[config.mk]
export PLATFORM = sky130hd
export DESIGN_NAME = ex_mem_arbiter
export DESIGN_NICKNAME = d
export VERILOG_FILES = /design/src/rtl/ex_mem_arbiter.sv
export SDC_FILE = /design/constraint.sdc
export NUM_CORES = 1
export LEC_CHECK = 0
export BUFFER_PORTS_ARGS = -buffer_cell sky130_fd_sc_hd__buf_2
export CORE_AREA = 2 2 96 98
export DETAILED_ROUTE_END_ITERATION = 6
export DIE_AREA = 0 0 98 100
export PLACE_DENSITY = 0.52
export SYNTH_ARGS = -nofsm -noshare
export SYNTH_HDL_FRONTEND = slang
export SYNTH_SLANG_ARGS = --single-unit
export TNS_END_PERCENT = 30
[constraint.sdc]
create_clock -name vclk -period 2.9
set_input_delay 0.87 -clock vclk [all_inputs]
set_output_delay 0.87 -clock vclk [all_outputs]
set_load 0.02 [all_outputs]
[src/rtl/ex_mem_arbiter.sv]
// ex_mem_arbiter: shares the single data SRAM port between the two EX issue slots.
// Dual-memory bundle serialisation is built only when DUAL_MEM_ISSUE_EN is defined.
module ex_mem_arbiter #(
    localparam int unsigned STALL_W  = 6,
    localparam int unsigned STOP_BIT = 3,
    localparam int unsigned WEN_W    = 4,
    localparam int unsigned ADDR_W   = 32,
    localparam int unsigned DATA_W   = 32,
    localparam int unsigned CNT_W    = 32
) (
    input  logic               clk,
    input  logic               rst,
    input  logic               flush,
    input  logic [STALL_W-1:0] stall,
    input  logic               s1_en,
    input  logic [WEN_W-1:0]   s1_wen,
    input  logic [ADDR_W-1:0]  s1_addr,
    input  logic [DATA_W-1:0]  s1_wdata,
    input  logic               s2_en,
    input  logic [WEN_W-1:0]   s2_wen,
    input  logic [ADDR_W-1:0]  s2_addr,
    input  logic [DATA_W-1:0]  s2_wdata,
    output logic               data_sram_en,
    output logic [WEN_W-1:0]   data_sram_wen,
    output logic [ADDR_W-1:0]  data_sram_addr,
    output logic [DATA_W-1:0]  data_sram_wdata,
    output logic               mem_slot_sel,
    output logic               stallreq_for_ex,
    output logic [CNT_W-1:0]   conflict_cnt
);

    localparam logic STOP = 1'b1;

    logic mem_stop;
    logic unused_stall_bits;

    assign mem_stop          = (stall[STOP_BIT] == STOP);
    assign unused_stall_bits = ^{stall[STALL_W-1:STOP_BIT+1], stall[STOP_BIT-1:0]};

`ifdef DUAL_MEM_ISSUE_EN

    typedef enum logic {
        IDLE = 1'b0,
        PEND = 1'b1
    } state_e;

    typedef struct packed {
        logic [WEN_W-1:0]  wen;
        logic [ADDR_W-1:0] addr;
        logic [DATA_W-1:0] wdata;
    } mem_req_t;

    state_e             state_q, state_d;
    mem_req_t           hold_q, hold_d;
    logic [CNT_W-1:0]   cnt_q, cnt_d;

    always_ff @(posedge clk) begin
        if (rst) begin
            state_q <= IDLE;
            hold_q  <= '0;
            cnt_q   <= '0;
        end else begin
            state_q <= state_d;
            hold_q  <= hold_d;
            cnt_q   <= cnt_d;
        end
    end

    // Priority: rst > flush > MEM stop > normal arbitration.
    always_comb begin
        state_d         = state_q;
        hold_d          = hold_q;
        cnt_d           = cnt_q;
        data_sram_en    = 1'b0;
        data_sram_wen   = '0;
        data_sram_addr  = '0;
        data_sram_wdata = '0;
        mem_slot_sel    = 1'b0;
        stallreq_for_ex = 1'b0;
        conflict_cnt    = rst ? '0 : cnt_q;

        if (rst) begin
            state_d = IDLE;
        end else if (flush) begin
            state_d = IDLE;
            hold_d  = '0;
        end else if (mem_stop) begin
            // Held slot-2 op waits; keep ID/EX frozen until MEM can take it.
            stallreq_for_ex = (state_q == PEND);
        end else if (state_q == PEND) begin
            data_sram_en    = 1'b1;
            data_sram_wen   = hold_q.wen;
            data_sram_addr  = hold_q.addr;
            data_sram_wdata = hold_q.wdata;
            mem_slot_sel    = 1'b1;
            state_d         = IDLE;
            hold_d          = '0;
        end else if (s1_en) begin
            data_sram_en    = 1'b1;
            data_sram_wen   = s1_wen;
            data_sram_addr  = s1_addr;
            data_sram_wdata = s1_wdata;
            if (s2_en) begin
                hold_d          = '{wen: s2_wen, addr: s2_addr, wdata: s2_wdata};
                stallreq_for_ex = 1'b1;
                cnt_d           = (cnt_q == '1) ? cnt_q : cnt_q + CNT_W'(1);
                state_d         = PEND;
            end
        end else if (s2_en) begin
            data_sram_en    = 1'b1;
            data_sram_wen   = s2_wen;
            data_sram_addr  = s2_addr;
            data_sram_wdata = s2_wdata;
            mem_slot_sel    = 1'b1;
        end
    end

`else

    logic unused_inputs;

    assign unused_inputs = ^{clk, s2_en, s2_wen, s2_addr, s2_wdata};

    // Slot 1 only; ID guarantees no dual-memory bundles in this build.
    always_comb begin
        data_sram_en    = 1'b0;
        data_sram_wen   = '0;
        data_sram_addr  = '0;
        data_sram_wdata = '0;
        mem_slot_sel    = 1'b0;
        stallreq_for_ex = 1'b0;
        conflict_cnt    = '0;

        if (!rst && !flush && !mem_stop && s1_en) begin
            data_sram_en    = 1'b1;
            data_sram_wen   = s1_wen;
            data_sram_addr  = s1_addr;
            data_sram_wdata = s1_wdata;
        end
    end

`endif

endmodule

==> flow_summary_export.csv, run 1 <==
group,metric,value,unit
drt,dr.pass1.iters,4,
logic_synthesis,synth.top_cell.area_share,56.95,%
placed_design,portBuffers,141,
final_layout,postLayoutCoreUtil,16.30,%
floorplanning,core,8890,um^2
final_layout,nets,395,
logic_synthesis,avgSynthCellArea,6.729,um^2
cts,post_cts_resized,0,
floorplanning,dieArea,9800,um^2
power,power,0.1376,mW
power,leakage,0.9955,nW
logic_synthesis,synth_cell_types,7,
logic_synthesis,yosysWarnings,0,
global_route,grt_pass1_wl,3.719,mm
global_route,grt_usage,4.354,%
setup_path,startpoint_type,"input pin",
setup_path,worstPathArrival,1900,ps
setup_path,cp.required,2030,ps
cts,ctsHoldBuffers,0,
floorplanning,start_util,8.403,%
placed_design,hpwl,2.463,mm
power,ir_drop,0.01845,mV
drt,vias,1041,
setup_path,worst-path-max-fanout,20,
status,status,"complete, no violations",
global_route,grt_pass1_vias,819,
drt,wl,2.675,mm
final_layout,clock_buffers,0,
global_route,grt-ovfl-total,0,
final_layout,design.seq.count,0,
placed_design,pre_cts_ws,115.3,ps
floorplanning,rows,35,
drt,drc_errors,0,
final_layout,regArea,0,um^2
sta,drv_slew,0,
drt,viasPerCell,2.916,
sta,setup_ws,134.7,ps
setup_path,path_class,"in2out",
global_route,antenna_found_initial,0,
placed_design,place_congestion,0.6902,
sta,setup_viol,0,
logic_synthesis,syn_area,747.0,um^2
final_layout,drive_gt1_share,58.54,%
logic_synthesis,synth_seq_area_share,0,%
drt,drt-initial-drc-count,14,
sta,fin_crit,2765,ps
floorplanning,die_x,98,um
sta,finalCritPeriodShare,95.36,%
worst_hold_path,hold_path_depth,3,
worst_hold_path,hp-class,"in2out",
sta,fmax,361.6,MHz
setup_path,end_kind,"primary output",
final_layout,area_growth,93.97,%
logic_synthesis,netlist.top_cell.by_area,"and2_1",
final_layout,diodes,0,
sta,finalHoldViolCount,0,
global_route,grt_max_degree,50,
drt,wl_per_cell,7.493,um
logic_synthesis,synth_common_cells,"and2_1, buf_4, clkbuf_1",
logic_synthesis,yosysMostFrequentCell,"and2_1",
final_layout,multi_input_area,576.8,um^2
floorplanning,dieHeight,100,um
floorplanning,pin_count,250,
logic_synthesis,netlist_top_cells_area,"and2_1, buf_4, nor4b_4",
logic_synthesis,syn_inst,111,
run,cap_viol_max_count,0,
power,p_per_area,94.94,nW/um^2
sta,tns,0,ps
cts,postCtsSetupBuffers,0,
drt,detail-route-antenna-nets,0,
sta,rsz0062_at_grt,"no",
final_layout,fill_cells,1026,
==> power breakdown <==
group / total, mW / switching (mW) / internal [mW]
Sequential: 0 / 0 / 0
Clock: 0 / 0 / 0
Combinational: 0.138 / 0.0833 / 0.0543
==> layout by cell type, fill, tap and decap left out <==
master     n
and2_1    68
buf_12     1
buf_2    141
buf_4      1
conb_1    34
nor4b_4    1
==> worst max-delay path: stages <==
cell and delay, ps:
buf_2 110, nor4b_4 340, buf_4 260, and2_1 150, buf_2 160
==> through the flow <==
stage / area, um^2 / instances / hold WS, ps
floorplan: 870.8 / 144 / 1923
global placement: 1449 / 357 / 2059
detailed placement: 1449 / 357 / 2056
CTS: 1449 / 357 / 2058
global route: 1449 / 357 / 2070
finish: 1449 / 357 / 2057
==> routing by layer <==
layer | vias to the layer above | GRT usage [%] | part of all wire (%)
met4 | 0 | 0 | 0
met3 | 0 | 0.3482 | 12
met2 | 84 | 8.377 | 51
li1 | 529 | - | -
met5 | - | 0 | 0
met1 | 428 | 5.633 | 38
==> kinds of logic (layout without fill, tap and decap cells) <==
kind of cell	Yosys count	count (layout)	share of synthesized area (%)
buf+inv	41	143	39.36
other cells	1	34	0.5020
simple gates	69	69	60.13
==> final timing paths <==
| check | from | to | slack [ps] |
|---|---|---|---|
| worst max-delay path | rst | data_sram_wdata[14] | 130 |
| worst min-delay path | s1_wdata[16] | data_sram_wdata[16] | 2060 |
==> layout make-up <==
class | instances | share of cell area, %
Timing Repair Buffer | 143 | 50.60
Multi-Input combinational cell | 103 | 39.81
Tap cell | 111 | 9.585
(Power assumes the default switching activity.)
==> run 2, diff against run 1 <==
==> constraint.sdc (replaced) <==
create_clock -name vclk -period 3.3
set_input_delay 0.99 -clock vclk [all_inputs]
set_output_delay 0.99 -clock vclk [all_outputs]
set_load 0.02 [all_outputs]
==> run 2 against run 1 <==
Effect of this change: clock-buffer cell count unchanged; largest cell class unchanged; critical path depth unchanged; power decreased by 12%; final area increased by 0.17%; utilization about the same; global-route usage unchanged; routed wire length increased by 0.19%; die area unchanged; largest power group unchanged; first-iteration DRC count decreased by 43%; setup slack improved by 150 ps; sequential share of layout area unchanged; critical endpoint is now data_sram_addr[8]; highest routed layer is now met4.
==> flow_summary_export.csv, run 2 (same netlist as run 1, synthesis figures left out) <==
group,metric,value,unit
global_route,grt_usage,4.354,%
sta,tns,0,ps
floorplanning,dieHeight,100,um
power,power,0.1210,mW
cts,post_cts_resized,0,
drt,wl,2.680,mm
floorplanning,start_util,8.403,%
drt,wl_per_cell,7.486,um
final_layout,drive_gt1_share,58.54,%
placed_design,place_congestion,0.6941,
worst_hold_path,hp-class,"in2out",
run,cap_viol_max_count,0,
drt,dr.pass1.iters,2,
final_layout,fill_cells,1027,
final_layout,postLayoutCoreUtil,16.33,%
final_layout,most-common-layout-cells,"buf_2, and2_1, conb_1",
setup_path,startpoint_type,"input pin",
final_layout,nets,395,
floorplanning,rows,35,
sta,rsz0062_at_grt,"no",
final_layout,stdcell_count,358,
power,ir_drop,0.01779,mV
global_route,antenna_found_initial,1,
placed_design,place_inst,357,
final_layout,clock_buffers,0,
sta,timing.hold.ws,2296,ps
cts,ctsHoldBuffers,0,
drt,detail-route-antenna-nets,0,
setup_path,critPathCapture,"data_sram_addr[8]",
floorplanning,pin_count,250,
global_route,grt_pass1_vias,861,
global_route,grt_pass1_wl,3.781,mm
final_layout,design.seq.count,0,
power,p_per_area,83.36,nW/um^2
final_layout,regArea,0,um^2
setup_path,end_kind,"primary output",
setup_path,crit_path_start,"rst",
setup_path,cp.required,2310,ps
placed_design,portBuffers,141,
setup_path,worstPathArrival,2020,ps
setup_path,path_class,"in2out",
power,leakage,0.9955,nW
cts,postCtsSetupBuffers,0,
final_layout,final_common_cell,"buf_2",
sta,fmax,332.2,MHz
floorplanning,dieArea,9800,um^2
sta,finalHoldViolCount,0,
drt,drt-initial-drc-count,8,
sta,drv_slew,0,
status,status,"complete, no violations",
placed_design,pre_cts_ws,271.8,ps
final_layout,final_area,1451,um^2
drt,drc_errors,0,
floorplanning,die_x,98,um
global_route,grt_max_degree,50,
drt,viasPerCell,2.983,
sta,setup_ws,289.3,ps
setup_path,worst-path-max-fanout,49,
sta,fin_crit,3011,ps
drt,vias,1068,
placed_design,hpwl,2.495,mm
final_layout,area_growth,94.30,%
placed_design,place_area,1449,um^2
sta,finalCritPeriodShare,91.23,%
sta,setup_viol,0,
floorplanning,core,8890,um^2
global_route,grt-ovfl-total,0,
[run 2: worst min-delay path by stage]
stage,start,end,slack (ps),cells after the start
after CTS,s1_wdata[15],data_sram_wdata[15],2300,3
after global placement,s1_wdata[1],data_sram_wdata[1],2300,3
after detailed placement,s1_addr[4],data_sram_addr[4],2300,3
final,s1_wdata[15],data_sram_wdata[15],2300,3
after floorplan,s1_addr[0],data_sram_addr[0],2160,1
after global routing,s1_wdata[15],data_sram_wdata[15],2310,3
[run 2: power breakdown]
group | switching [mW] | leakage [nW] | internal (mW)
clock network | 0 | 0.00000634 | 0.0000000405
logic | 0.0733 | 0.996 | 0.0477
registers | 0 | 0 | 0
[run 2: worst max-delay path, cell delays in order]
cell     delay [ps]
buf_2           120
nor4b_4         340
buf_12          220
and2_1          160
buf_2           160
[run 2: metal layers]
metal | wire [um] | vias to the layer above | GRT usage [%]
li1 | - | 530 | -
met1 | 958 | 448 | 5.086
met2 | 1327 | 86 | 8.272
met3 | 330 | 4 | 0.6964
met4 | 64 | 0 | 1.068
met5 | 0 | - | 0
[run 2: layout make-up]
| class | instances | area, um^2 | area share, % |
|---|---|---|---|
| Antenna cell | 1 | 2.502 | 0.1724 |
| Multi-Input combinational cell | 103 | 576.8 | 39.74 |
| Tap cell | 111 | 138.9 | 9.569 |
| Timing Repair Buffer | 143 | 733.2 | 50.52 |
==> run 3, diff against run 2 <==
--- a/config.mk
+++ b/config.mk
@@ -9,7 +9,6 @@
 export CORE_AREA = 2 2 96 98
 export DETAILED_ROUTE_END_ITERATION = 6
 export DIE_AREA = 0 0 98 100
-export PLACE_DENSITY = 0.52
 export SYNTH_ARGS = -nofsm -noshare
 export SYNTH_HDL_FRONTEND = slang
 export SYNTH_SLANG_ARGS = --single-unit
==> run 3 against run 2 <==
Effect of this change: sequential cell count unchanged; non-clock buffer count unchanged; final cell count decreased by 0.28%; combinational power about the same; first-iteration DRC count increased by 88%; largest power group unchanged; utilization about the same.
==> flow_summary_export.csv, run 3 (same netlist as run 1, synthesis figures left out) <==
group,metric,value,unit
final_layout,multi_input_area,576.8,um^2
sta,fmax,332.7,MHz
floorplanning,die_x,98,um
sta,finalCritPeriodShare,91.09,%
drt,detail-route-antenna-nets,0,
drt,wl,2.381,mm
placed_design,place_inst,357,
sta,rsz0062_at_grt,"no",
power,p_switching,0.07274,mW
drt,vias,1068,
drt,viasPerCell,2.992,
floorplanning,core,8890,um^2
drt,drc_errors,0,
setup_path,path_class,"in2out",
cts,ctsHoldBuffers,0,
worst_hold_path,min_to,"data_sram_addr[11]",
setup_path,worst-path-max-fanout,59,
placed_design,portBuffers,141,
setup_path,crit_path_top_delay_cell,"nor4b_4",
power,power_frac_seq,0,%
drt,drt-initial-drc-count,15,
setup_path,startpoint_type,"input pin",
cts,post_cts_resized,0,
floorplanning,pin_count,250,
power,switching_share,60.39,%
power,internal_power,0.04770,mW
floorplanning,dieHeight,100,um
power,ir_drop,0.01745,mV
global_route,grt_pass1_vias,752,
worst_hold_path,hp-class,"in2out",
setup_path,crit_chain,"buf_2 > nor4b_4 > buf_12 > and2_1 > buf_2",
setup_path,path_common_cell,"buf_2",
final_layout,area_growth,93.97,%
sta,tns,0,ps
sta,setup_viol,0,
sta,finalHoldViolCount,0,
final_layout,diodes,0,
setup_path,critPathMaxStageDelay,350,ps
final_layout,fill_cells,1025,
final_layout,drive_gt1_share,58.54,%
sta,fin_crit,3006,ps
global_route,grt_usage,3.653,%
power,combPwrFrac,100.0,%
setup_path,worstPathArrival,2020,ps
power,leakage,0.9955,nW
sta,drv_slew,0,
worst_hold_path,hold_path_depth,3,
floorplanning,dieArea,9800,um^2
drt,dr.pass1.iters,2,
run,cap_viol_max_count,0,
power,p_per_area,83.13,nW/um^2
final_layout,nets,395,
global_route,grt-ovfl-total,0,
drt,wl_per_cell,6.669,um
global_route,grt_max_degree,60,
placed_design,place_congestion,0.7353,
setup_path,cp.required,2310,ps
final_layout,final_common_cell,"buf_2",
final_layout,stdcell_count,357,
final_layout,design.seq.count,0,
global_route,grt_pass1_wl,3.160,mm
final_layout,most-common-layout-cells,"buf_2, and2_1, conb_1",
floorplanning,start_util,8.403,%
global_route,antenna_found_initial,0,
final_layout,clock_buffers,0,
floorplanning,rows,35,
setup_path,end_kind,"primary output",
placed_design,hpwl,2.174,mm
worst_hold_path,min_from,"s1_addr[11]",
cts,postCtsSetupBuffers,0,
status,status,"complete, no violations",
power,clockPowerShare,0,%
final_layout,regArea,0,um^2
[run 3: cell types whose count changed in the layout (fill, tap and decap cells not counted)]
cell,change
diode_2,-1
[run 3: through the flow]
step / setup WS, ps / power, mW / cell area, um^2 / hold slack, ps / utilization (%)
final: 293.9 / 0.1204 / 1449 / 2296 / 16.30
after global routing: 186.5 / 0.1310 / 1449 / 2306 / 16.30
after CTS: 266.2 / 0.1213 / 1449 / 2299 / 16.30
after detailed placement: 266.2 / 0.1211 / 1449 / 2298 / 16.30
after global placement: 283.5 / 0.1198 / 1449 / 2299 / 16.30
after floorplan: 453.5 / 0.09874 / 870.8 / 2163 / -
[run 3: worst max path at each step]
stage          start                  end  slack [ps]  depth (start not counted)
3_5_place_dp     rst  data_sram_wdata[17]         270                          5
6_report         rst  data_sram_wdata[17]         290                          5
3_3_place_gp     rst  data_sram_wdata[17]         280                          5
4_1_cts          rst  data_sram_wdata[17]         270                          5
2_1_floorplan    rst  data_sram_wdata[12]         450                          4
5_1_grt          rst   data_sram_addr[14]         190                          5
[run 3: layout make-up]
type	instances	share of cell area (%)
multi-input cells	103	39.81
well taps	111	9.585
repair buffers	143	50.60
[run 3: power groups by stage]
stage | Sequential [mW] | Clock, mW | Combinational [mW]
2_1_floorplan | 0 | 0 | 0.0987
3_3_place_gp | 0 | 0 | 0.120
3_5_place_dp | 0 | 0 | 0.121
4_1_cts | 0 | 0 | 0.121
5_1_grt | 0 | 0 | 0.131
6_report | 0 | 0 | 0.120
[run 3: layer usage]
| layer | GRT usage, % | wire length, um | up-vias |
|---|---|---|---|
| met3 | 0.6267 | 372 | 0 |
| li1 | - | - | 529 |
| met1 | 3.783 | 717 | 446 |
| met5 | 0 | 0 | - |
| met2 | 7.956 | 1290 | 93 |
| met4 | 0 | 0 | 0 |
[run 3: critical path: cells and delay by family]
kind	cells	cell delay, ps
buf+inv	3	510
simple gates	2	500
